`config.mk`:
```
export PLATFORM = sky130hd
export DESIGN_NAME = aie_ring_array
export DESIGN_NICKNAME = d
export VERILOG_FILES = /design/src/rtl/aie_pkg.sv /design/src/rtl/aie_ring_tile.sv /design/src/rtl/aie_ring_array.sv
export SDC_FILE = /design/constraint.sdc
export NUM_CORES = 1
export LEC_CHECK = 0
export BUFFER_PORTS_ARGS = -buffer_cell sky130_fd_sc_hd__buf_2
export CAP_MARGIN = 20
export CORE_MARGIN = 2
export CORE_UTILIZATION = 35
export CTS_CLUSTER_SIZE = 24
export DETAILED_ROUTE_END_ITERATION = 10
export PLACE_DENSITY = 0.59
export SYNTH_ARGS = -nofsm -noshare
export SYNTH_HDL_FRONTEND = slang
export SYNTH_SLANG_ARGS = --single-unit
```
`constraint.sdc`:
```
create_clock -name clk -period 7.6 [get_ports clk]
set_input_delay 1.52 -clock clk [delete_from_list [all_inputs] [get_ports clk]]
set_output_delay 1.52 -clock clk [all_outputs]
set_load 0.01 [all_outputs]
```
`src/rtl/aie_pkg.sv`:
```
// Shared types for the AIE ring array: flit opcodes and width helpers.
// Optional build macro AIE_SATURATE_EN selects saturating PE accumulation.
package aie_pkg;

    typedef enum logic [1:0] {
        OP_DATA  = 2'b00,
        OP_COEF  = 2'b01,
        OP_FLUSH = 2'b10,
        OP_CLEAR = 2'b11
    } aie_op_e;

    localparam int OP_W = 2;

    // Rank field must also encode the egress id NUM_TILES
    function automatic int aie_id_w(input int num_tiles);
        return $clog2(num_tiles + 1);
    endfunction

endpackage

```
`src/rtl/aie_ring_tile.sv`:
```
// One ring tile: input FIFO, switch output register and MAC PE.
// AIE_SATURATE_EN makes the PE accumulate with unsigned saturation.
module aie_ring_tile
    import aie_pkg::*;
#(
    parameter int NUM_TILES  = 4,
    parameter int DATA_WIDTH = 8,
    parameter int FIFO_DEPTH = 4,
    parameter int RANK       = 0,
    parameter int IDW        = aie_id_w(NUM_TILES),
    parameter int FW         = OP_W + 2 * IDW + DATA_WIDTH
) (
    input  logic          clk,
    input  logic          rst_n,
    input  logic          in_valid_i,
    output logic          in_ready_o,
    input  logic [FW-1:0] in_flit_i,
    output logic          out_valid_o,
    input  logic          out_ready_i,
    output logic [FW-1:0] out_flit_o,
    output logic          busy_o
);
    localparam int AW = $clog2(FIFO_DEPTH);
    localparam int CW = AW + 1;
    localparam int DW = DATA_WIDTH;

    typedef struct packed {
        aie_op_e          op;
        logic [IDW-1:0]   dest;
        logic [IDW-1:0]   src;
        logic [DW-1:0]    data;
    } flit_t;

    flit_t         mem_q [FIFO_DEPTH];
    logic [AW-1:0] wr_q, rd_q;
    logic [CW-1:0] cnt_q, cnt_d;
    flit_t         sw_q, sw_d;
    logic          sw_vld_q, sw_vld_d;
    logic          rr_q, rr_d;
    logic [DW-1:0] coef_q, coef_d;
    logic [DW-1:0] acc_q, acc_d;
    logic [DW-1:0] res_q, res_d;
    logic          pend_q, pend_d;

    flit_t in_f, head, inj_f;
    logic  push, pop, head_vld, local_hit, fwd_req;
    logic  sw_free, fwd_gnt, inj_gnt, pe_pop;

    function automatic logic [DW-1:0] mac(
        input logic [DW-1:0] a,
        input logic [DW-1:0] c,
        input logic [DW-1:0] d
    );
`ifdef AIE_SATURATE_EN
        logic [2*DW-1:0] p;
        logic [DW-1:0]   pc;
        logic [DW:0]     s;
        p  = {{DW{1'b0}}, c} * {{DW{1'b0}}, d};
        pc = (|p[2*DW-1:DW]) ? '1 : p[DW-1:0];
        s  = {1'b0, a} + {1'b0, pc};
        return s[DW] ? '1 : s[DW-1:0];
`else
        return a + c * d;
`endif
    endfunction

    assign in_f       = in_flit_i;
    assign in_ready_o = (cnt_q != CW'(FIFO_DEPTH));
    assign push       = in_valid_i && in_ready_o;
    assign head       = mem_q[rd_q];
    assign head_vld   = (cnt_q != '0);
    assign local_hit  = head_vld && (head.dest == IDW'(RANK));
    assign fwd_req    = head_vld && !local_hit;
    assign sw_free    = !sw_vld_q || out_ready_i;
    assign fwd_gnt    = sw_free && fwd_req && !(pend_q && rr_q);
    assign inj_gnt    = sw_free && pend_q && !(fwd_req && !rr_q);
    assign pe_pop     = local_hit &&
                        (head.op != OP_FLUSH || !pend_q || inj_gnt);
    assign pop        = fwd_gnt || pe_pop;
    assign cnt_d      = cnt_q + CW'(push) - CW'(pop);

    assign inj_f = '{op: OP_DATA, dest: IDW'(NUM_TILES),
                     src: IDW'(RANK), data: res_q};

    // FIFO payload; occupancy count qualifies it, so no reset needed
    always_ff @(posedge clk) begin
        if (push) mem_q[wr_q] <= in_f;
    end

    // Switch register load: forward vs injection, RR on contention
    always_comb begin
        sw_vld_d = sw_vld_q && !out_ready_i;
        sw_d     = sw_q;
        rr_d     = rr_q;
        unique case (1'b1)
            fwd_gnt: begin
                sw_vld_d = 1'b1;
                sw_d     = head;
            end
            inj_gnt: begin
                sw_vld_d = 1'b1;
                sw_d     = inj_f;
            end
            default: ;
        endcase
        if (sw_free && fwd_req && pend_q) rr_d = !rr_q;
    end

    // PE next state; pending clears on grant before a new FLUSH lands
    always_comb begin
        coef_d = coef_q;
        acc_d  = acc_q;
        res_d  = res_q;
        pend_d = pend_q && !inj_gnt;
        if (pe_pop) begin
            unique case (head.op)
                OP_COEF:  coef_d = head.data;
                OP_DATA:  acc_d  = mac(acc_q, coef_q, head.data);
                OP_CLEAR: acc_d  = '0;
                OP_FLUSH: begin
                    res_d  = acc_q;
                    pend_d = 1'b1;
                    acc_d  = '0;
                end
            endcase
        end
    end

    // State registers
    always_ff @(posedge clk or negedge rst_n) begin
        if (!rst_n) begin
            wr_q     <= '0;
            rd_q     <= '0;
            cnt_q    <= '0;
            sw_q     <= '0;
            sw_vld_q <= 1'b0;
            rr_q     <= 1'b0;
            coef_q   <= '0;
            acc_q    <= '0;
            res_q    <= '0;
            pend_q   <= 1'b0;
        end else begin
            if (push) wr_q <= wr_q + AW'(1);
            if (pop)  rd_q <= rd_q + AW'(1);
            cnt_q    <= cnt_d;
            sw_q     <= sw_d;
            sw_vld_q <= sw_vld_d;
            rr_q     <= rr_d;
            coef_q   <= coef_d;
            acc_q    <= acc_d;
            res_q    <= res_d;
            pend_q   <= pend_d;
        end
    end

    assign out_valid_o = sw_vld_q;
    assign out_flit_o  = sw_q;
    assign busy_o      = head_vld || sw_vld_q || pend_q;

endmodule

```
`src/rtl/aie_ring_array.sv`:
```
// Unidirectional ring of MAC tiles with host ingress at tile 0 and
// egress from the last tile. AIE_SATURATE_EN selects saturating MACs.
module aie_ring_array
    import aie_pkg::*;
#(
    parameter int NUM_TILES  = 4,
    parameter int DATA_WIDTH = 8,
    parameter int FIFO_DEPTH = 4,
    localparam int DW_ID     = aie_id_w(NUM_TILES)
) (
    input  logic                  clk,
    input  logic                  rst_n,
    input  logic                  in_valid,
    output logic                  in_ready,
    input  logic [1:0]            in_op,
    input  logic [DW_ID-1:0]      in_dest,
    input  logic [DATA_WIDTH-1:0] in_data,
    output logic                  out_valid,
    input  logic                  out_ready,
    output logic [DW_ID-1:0]      out_src,
    output logic [DATA_WIDTH-1:0] out_data,
    output logic                  busy
);
    localparam int FW = OP_W + 2 * DW_ID + DATA_WIDTH;

    logic [FW-1:0]          link_flit [NUM_TILES+1];
    logic [NUM_TILES:0]     link_vld;
    logic [NUM_TILES:0]     link_rdy;
    logic [NUM_TILES-1:0]   tile_busy;
    logic [OP_W+DW_ID-1:0]  unused_eg;

    assign link_vld[0]  = in_valid;
    assign link_flit[0] = {in_op, in_dest, DW_ID'(NUM_TILES), in_data};
    assign in_ready     = link_rdy[0] && rst_n;

    for (genvar k = 0; k < NUM_TILES; k++) begin : g_tile
        aie_ring_tile #(
            .NUM_TILES  (NUM_TILES),
            .DATA_WIDTH (DATA_WIDTH),
            .FIFO_DEPTH (FIFO_DEPTH),
            .RANK       (k)
        ) u_tile (
            .clk         (clk),
            .rst_n       (rst_n),
            .in_valid_i  (link_vld[k]),
            .in_ready_o  (link_rdy[k]),
            .in_flit_i   (link_flit[k]),
            .out_valid_o (link_vld[k+1]),
            .out_ready_i (link_rdy[k+1]),
            .out_flit_o  (link_flit[k+1]),
            .busy_o      (tile_busy[k])
        );
    end

    assign link_rdy[NUM_TILES] = out_ready;
    assign out_valid = link_vld[NUM_TILES];
    assign out_data  = link_flit[NUM_TILES][DATA_WIDTH-1:0];
    assign out_src   = link_flit[NUM_TILES][DATA_WIDTH +: DW_ID];
    assign unused_eg = link_flit[NUM_TILES][FW-1 -: OP_W+DW_ID];
    assign busy      = |tile_busy;

endmodule

```
* Word level (Yosys, flattened, before mapping) *
Memory sizes are Yosys's and may differ from the RTL's.
Index checks and enable logic that the tools add are counted.

word-level totals
  bits in registers = 195
  bits in latches = 0
  bits in writable memories = 244
  memory bits (read-only) = 0
  bits of input ports = 17
  output and inout port bits = 14
  word-level logic and storage cells = 276
  memories kept = 4

operators by class
  add/sub/neg operators = 20
  $mul = 4
  div/mod/pow operators = 0
  $lt $le $gt $ge = 0
  equality and inequality tests = 23
  shifts and indexed selects = 0
  multiplexer cells = 28
  bitwise gates (word level) = 0
  reductions and logical operators = 147

memory list
  name                    depth  width  read ports  clocked after memory_dff  write ports  RTL line             source
  g_tile[1].u_tile.mem_q  4      16     1           0                         1            aie_ring_tile.sv:34  flit_t mem_q [FIFO_DEPTH];
  g_tile[2].u_tile.mem_q  4      16     1           0                         1            aie_ring_tile.sv:34
  g_tile[3].u_tile.mem_q  4      16     1           0                         1            aie_ring_tile.sv:34
  g_tile[0].u_tile.mem_q  4      13     1           0                         1            aie_ring_tile.sv:34

operators with widths
  operator             number
  $pmux 16 s2          3
  $pmux 8 s2           4
  $logic_and 1x1->1    53
  $add 8x8->8          4
  $logic_not 1->1      32
  $mul 8x8->8          4
  $logic_or 1x1->1     24
  $reduce_and 2->1     12
  $pmux 11 s2          1
  $mux 1               20
  $add 2x1->2 const B  8
  $eq 2x2->1 const B   8
  $reduce_bool 2->1    8
  $reduce_or 2->1      8
  $add 3x1->3          4
  $ne 3x3->1 const B   4
  $reduce_bool 3->1    4
  $sub 3x1->3          4
  $eq 2x1->1 const B   4
  $logic_not 2->1      4
  $ne 2x2->1 const B   4
  $eq 3x2->1 const B   2
  $reduce_or 4->1      1
  $eq 3x1->1 const B   1
  $logic_not 3->1      1

* Longest topological paths before layout *
An unclocked memory read counts as a cell.

  depth after elaboration = 12
  depth in mapped cells = 20
  gate-level depth less buffers = 18

* By module *
From an unflattened synthesis, not the netlist that was laid out.

second synthesis, totals
  cells, all modules = 1589
  area total of the unflattened synthesis = 22371.5 um2

modules (own cells, without submodules)
  module                             times used  cells each  area each (um2)  sequential area each (um2)
  aie_ring_tile at g_tile[0].u_tile  1           398         5634.2           3173.0
  aie_ring_tile at g_tile[2].u_tile  1           393         5591.6           3173.0
  aie_ring_tile at g_tile[3].u_tile  1           404         5587.9           3173.0
  aie_ring_tile at g_tile[1].u_tile  1           390         5536.6           3173.0
  aie_ring_array                     1           4           21.3             0.0

* Least setup slack after synthesis *
No wires, ideal clock.

  path type = reg-to-reg
  from = register g_tile[2].u_tile.rd_q[0]
  to = register g_tile[2].u_tile.acc_q[7]
  setup time = 0.095 ns
  data arrival time = 4.939 ns
  data required time = 7.505 ns
  path slack = 2.566 ns
  stages on the path, launching flop included = 19
  buffers on the path = 2
  period minus slack after synthesis = 5.034 ns
  path through = dfrtp_1 -> buf_4 -> buf_2 -> mux4_2 -> and2_1 -> fa_1 -> ha_1 -> ha_1 -> inv_1 -> fa_1 -> inv_1 -> ha_1 -> fa_1 -> a21o_1 -> a21oi_1 -> xor2_1 -> xnor2_1 -> xnor3_1 -> o31ai_1

on the way
  cells in the longest elaborated chain, start to end = 11
  elaborated cells on any way between the ends = 21
  those cells by class = add/sub: 1; mul: 1; eq/ne: 4; mux: 1; reduce/logical: 13; memory: 1

RTL lines
  item                                                                  RTL line              source
  start, declared                                                       aie_ring_tile.sv:35   logic [AW-1:0] wr_q, rd_q;
  start signal, assigned                                                aie_ring_tile.sv:144  if (pop) rd_q <= rd_q + AW'(1);
  $mem_v2 4x16 *                                                        n/a
  parallel branches: the longest is 10 deep, another holds $mul 8x8->8  n/a
  end signal, assigned                                                  aie_ring_tile.sv:139  acc_q <= '0;
  end signal, assigned                                                  aie_ring_tile.sv:150  acc_q <= acc_d;
  end, declared                                                         aie_ring_tile.sv:41   logic [DW-1:0] acc_q, acc_d;

Mark *: on every way between the ends.
A chain may end at the register's enable or synchronous reset.

* Worst setup path after layout *
  from = register g_tile[0].u_tile.rd_q[0]
  to = register g_tile[0].u_tile.acc_q[7]

on the way
  cells in the longest elaborated chain, start to end = 11
  elaborated cells on any way between the ends = 21
  those cells by class = add/sub: 1; mul: 1; eq/ne: 3; mux: 1; reduce/logical: 14; memory: 1

RTL lines
  item                                                                  RTL line
  start, declared                                                       aie_ring_tile.sv:35
  start signal, assigned                                                aie_ring_tile.sv:144
  $mem_v2 4x13 *                                                        n/a
  parallel branches: the longest is 10 deep, another holds $mul 8x8->8  n/a
  end signal, assigned                                                  aie_ring_tile.sv:139
  end signal, assigned                                                  aie_ring_tile.sv:150
  end, declared                                                         aie_ring_tile.sv:41

Marked as above.

==> results.md <==
- Status: complete, no violations
- Cell family with most CP delay: adder cells
- Multi-input logic area: 0.00840 mm²
- XOR/XNOR Fraction of Synth Area: 4.13%
- Post-Syn Nets: 1705
- H-Tree Depth: 2
- Number of synthesized flops with an enable pin: 232
- Die area: 0.0622 mm²
- Syn avg cell area: 13.9 µm²
- Main area contributors after synthesis: edfxtp_1, dfrtp_1, fa_1
- Hold Slack: 0.486 ns
- Largest net degree at the start of global routing: 76
- CTS tree: built
- Worst Hold Class: register to register
- Antenna diodes: 0
- # Max-Cap Violations: 0
- Worst rel slew slack: 35.1%
- Register area share after synthesis: 55.9%
- Max Freq: 180 MHz
- Drt total wl: 40500 µm
- Fin. Hold Viols: 0
- Fillers: 5498
- Req. time, crit path: 8.08 ns
- # nets final: 1756
- Layout area overhead: 12.0%
- Mapped Cells: 1520
- Std cell rows: 89
- DR WL/cell: 17.0 µm
- Clk_lat worst skew: 0.58 ns
- Clk buf depth: 3
- Top cell type's share of synthesized area: 33.1%
- Resized cells post-CTS: 0
- Endpoint arrival time on the critical path: 6.04 ns
- Worst-Margin Slew: 0.967 ns
- Main combinational cell family by area after synthesis: adder cells
- Worst Skew: 0.0204 ns
- Share of synthesized registers carrying an async set or reset: 45.3%
- Worst-path clk slew: 0.06 ns
- Synth Area in Simple Gates: 8.13%
- Area of the mapped netlist: 0.0211 mm²
- Global-route wire length before repair: 67400 µm
- Initial Util: 35.6%
- Flops & latches, synth: 424
- TNS Setup: 0 ns
- Core footprint: 0.0592 mm²
- DR iter-0 viols: 601
- Final Critical Period: 5.56 ns
- Crit path buf inv count: 3
- Dpl hpwl: 28500 µm
- Mux share of post-synthesis cell area: 10.5%
- RSZ-0062 raised after global routing: false
- DRC violations left: 0
- Worst-path cell chain: mux4_2 > nand2_1 > fa_1 > inv_1 > fa_1 > ha_1 > inv_1 > fa_1 > inv_1 > fa_1 > a21o_1 > a21oi_1 > xor2_1 > xnor2_1 > xnor3_1 > o31ai_1
- Vias in the first global route: 12300
- Post-synth top flop: edfxtp_1
- CP Max Fanout: 14
- Total gr overflow: 0
- Die height: 249 µm
- Share of layout cells above drive strength 1: 15.3%
- Placer Congestion: 0.781
- Register area: 0.0118 mm²
- CP Class: register to register
- Yosys warns: 0
- Unique masters post-synth: 60
- Compound-gate portion of the synthesized area: 4.39%
- Routed vias: 11400
- Port bufs: 30
- Final Cycle Share: 73.2%
- Root Driver: clkbuf_16
- Final ANT Viol Nets: 0
- I/O pins: 31
- Critical-path top delay cell: dfrtp_1
- Largest area contributor in the netlist: edfxtp_1
- Most frequent CP cell: fa_1
- Vias per cell: 4.80
- CTS Hold Buffers Added: 0
- Die W: 249 µm
- Max Slew Vio Count: 0
- Setup-failing EPs final: 0
- CP Launch Type: register
- Post-CTS Repair Setup Buffers: 0
- Crit path largest cell delay: 0.90 ns
- Total GRT Usage: 13.5%
- Total CTS buffers: 46
- Clk sink count: 424
- Crit end category: register
- Initial antenna violation count: 0
- Adder-cell area share of the yosys netlist: 12.7%
- 1st-pass router iterations: 7
## worst min-delay path, delay by kind of cell (launching register included)
| kind | cells | cell delay [ns] |
|---|---|---|
| AO/OA/AOI/OAI | 1 | 0.06 |
| flip-flops | 1 | 0.35 |
| AND/OR/NAND/NOR | 1 | 0.05 |
## final cells by class
type | count | share of cell area [%]
clock buffers | 60 | 5.10
multi-input cells | 871 | 35.6
clock inverters | 26 | 1.33
well taps | 773 | 4.10
repair buffers | 41 | 1.02
inverters | 187 | 2.97
flip-flops and latches | 424 | 49.9
## cells by family (layout without fill, tap and decap cells)
logic type                 Yosys count  in the layout
AOI/OAI and AO/OA                  126            126
xor gates and xnor gates            90             90
adders and majority gates          168            168
buffers and inverters              225            314
DFF                                424            424
muxes                              145            145
and+or+nand+nor                    342            342
## routing by layer
layer | routed length [µm] | global-route usage (%)
met4 | 823 | 3.70
met5 | 0 | 0
met3 | 1390 | 2.39
met2 | 20900 | 24.6
met1 | 17400 | 16.5
## state kept, by name, summed over array words and instances (netlist names)
signal                     cells
g_tile.u_tile.acc_q           32
g_tile.u_tile.cnt_q           12
g_tile.u_tile.coef_q          32
g_tile.u_tile.mem_q          232
g_tile.u_tile.out_flit_o      56
g_tile.u_tile.out_valid_o      4
g_tile.u_tile.pend_q           4
g_tile.u_tile.rd_q             8
g_tile.u_tile.res_q           32
g_tile.u_tile.rr_q             4
g_tile.u_tile.wr_q             8
## metrics by stage
stage / cells / util (%) / setup slack, ns / cell area (µm²)
4_1_cts: 2382 / 39.8 / 1.97 / 23600
6_report: 2382 / 39.8 / 2.04 / 23600
5_1_grt: 2382 / 39.8 / 1.62 / 23600
3_3_place_gp: 2295 / 37.3 / 2.08 / 22100
2_1_floorplan: 1520 / - / 2.57 / 21100
3_5_place_dp: 2296 / 37.3 / 1.99 / 22100
## cells in the mapped netlist (all sizes together), types with 13 or more instances
cell type  count
mux4          55
fa            76
and2          65
nand2b        19
xor2          27
ha            92
nand2        163
o21ai         46
a221o         17
inv          187
mux2i         26
dfrtp        192
clkbuf        19
buf           19
nor2b         13
nand3b        13
edfxtp       232
xnor2         57
mux2          64
nor2          32
## cell usage in the layout (no fill, tap or decap), drive strengths merged, types with 7 or more instances in the layout
master,count
a21boi,7
nor3,7
fa,76
ha,92
clkbuf,61
inv,190
mux2i,26
o21ai,46
edfxtp,232
nand2,163
nand3b,13
a221o,17
clkinv,13
nor2,32
a21oi,12
xnor2,57
xor2,27
mux4,55
and2,65
nand2b,19
and3,10
dfrtp,192
nor2b,13
a21o,10
buf,40
o31ai,9
mux2,64
## worst paths after layout
kind,start,cells after the start,slack (ns),end
setup / recovery,g_tile[0].u_tile.rd_q[0],16,2.04,g_tile[0].u_tile.acc_q[7]
hold / removal,g_tile[1].u_tile.res_q[2],2,0.49,g_tile[1].u_tile.out_flit_o[2]
setup reg to reg,g_tile[0].u_tile.rd_q[0],16,2.04,g_tile[0].u_tile.acc_q[7]
hold reg to reg,g_tile[1].u_tile.res_q[2],2,0.49,g_tile[1].u_tile.out_flit_o[2]
max in group asynchronous,rst_n,2,5.27,g_tile[2].u_tile.out_valid_o
min in group asynchronous,rst_n,1,0.95,g_tile[3].u_tile.acc_q[7]
Power is left out: the tool's default activity adds up to more than one toggle a clock period on the data nets, which glitch-free logic cannot reach.
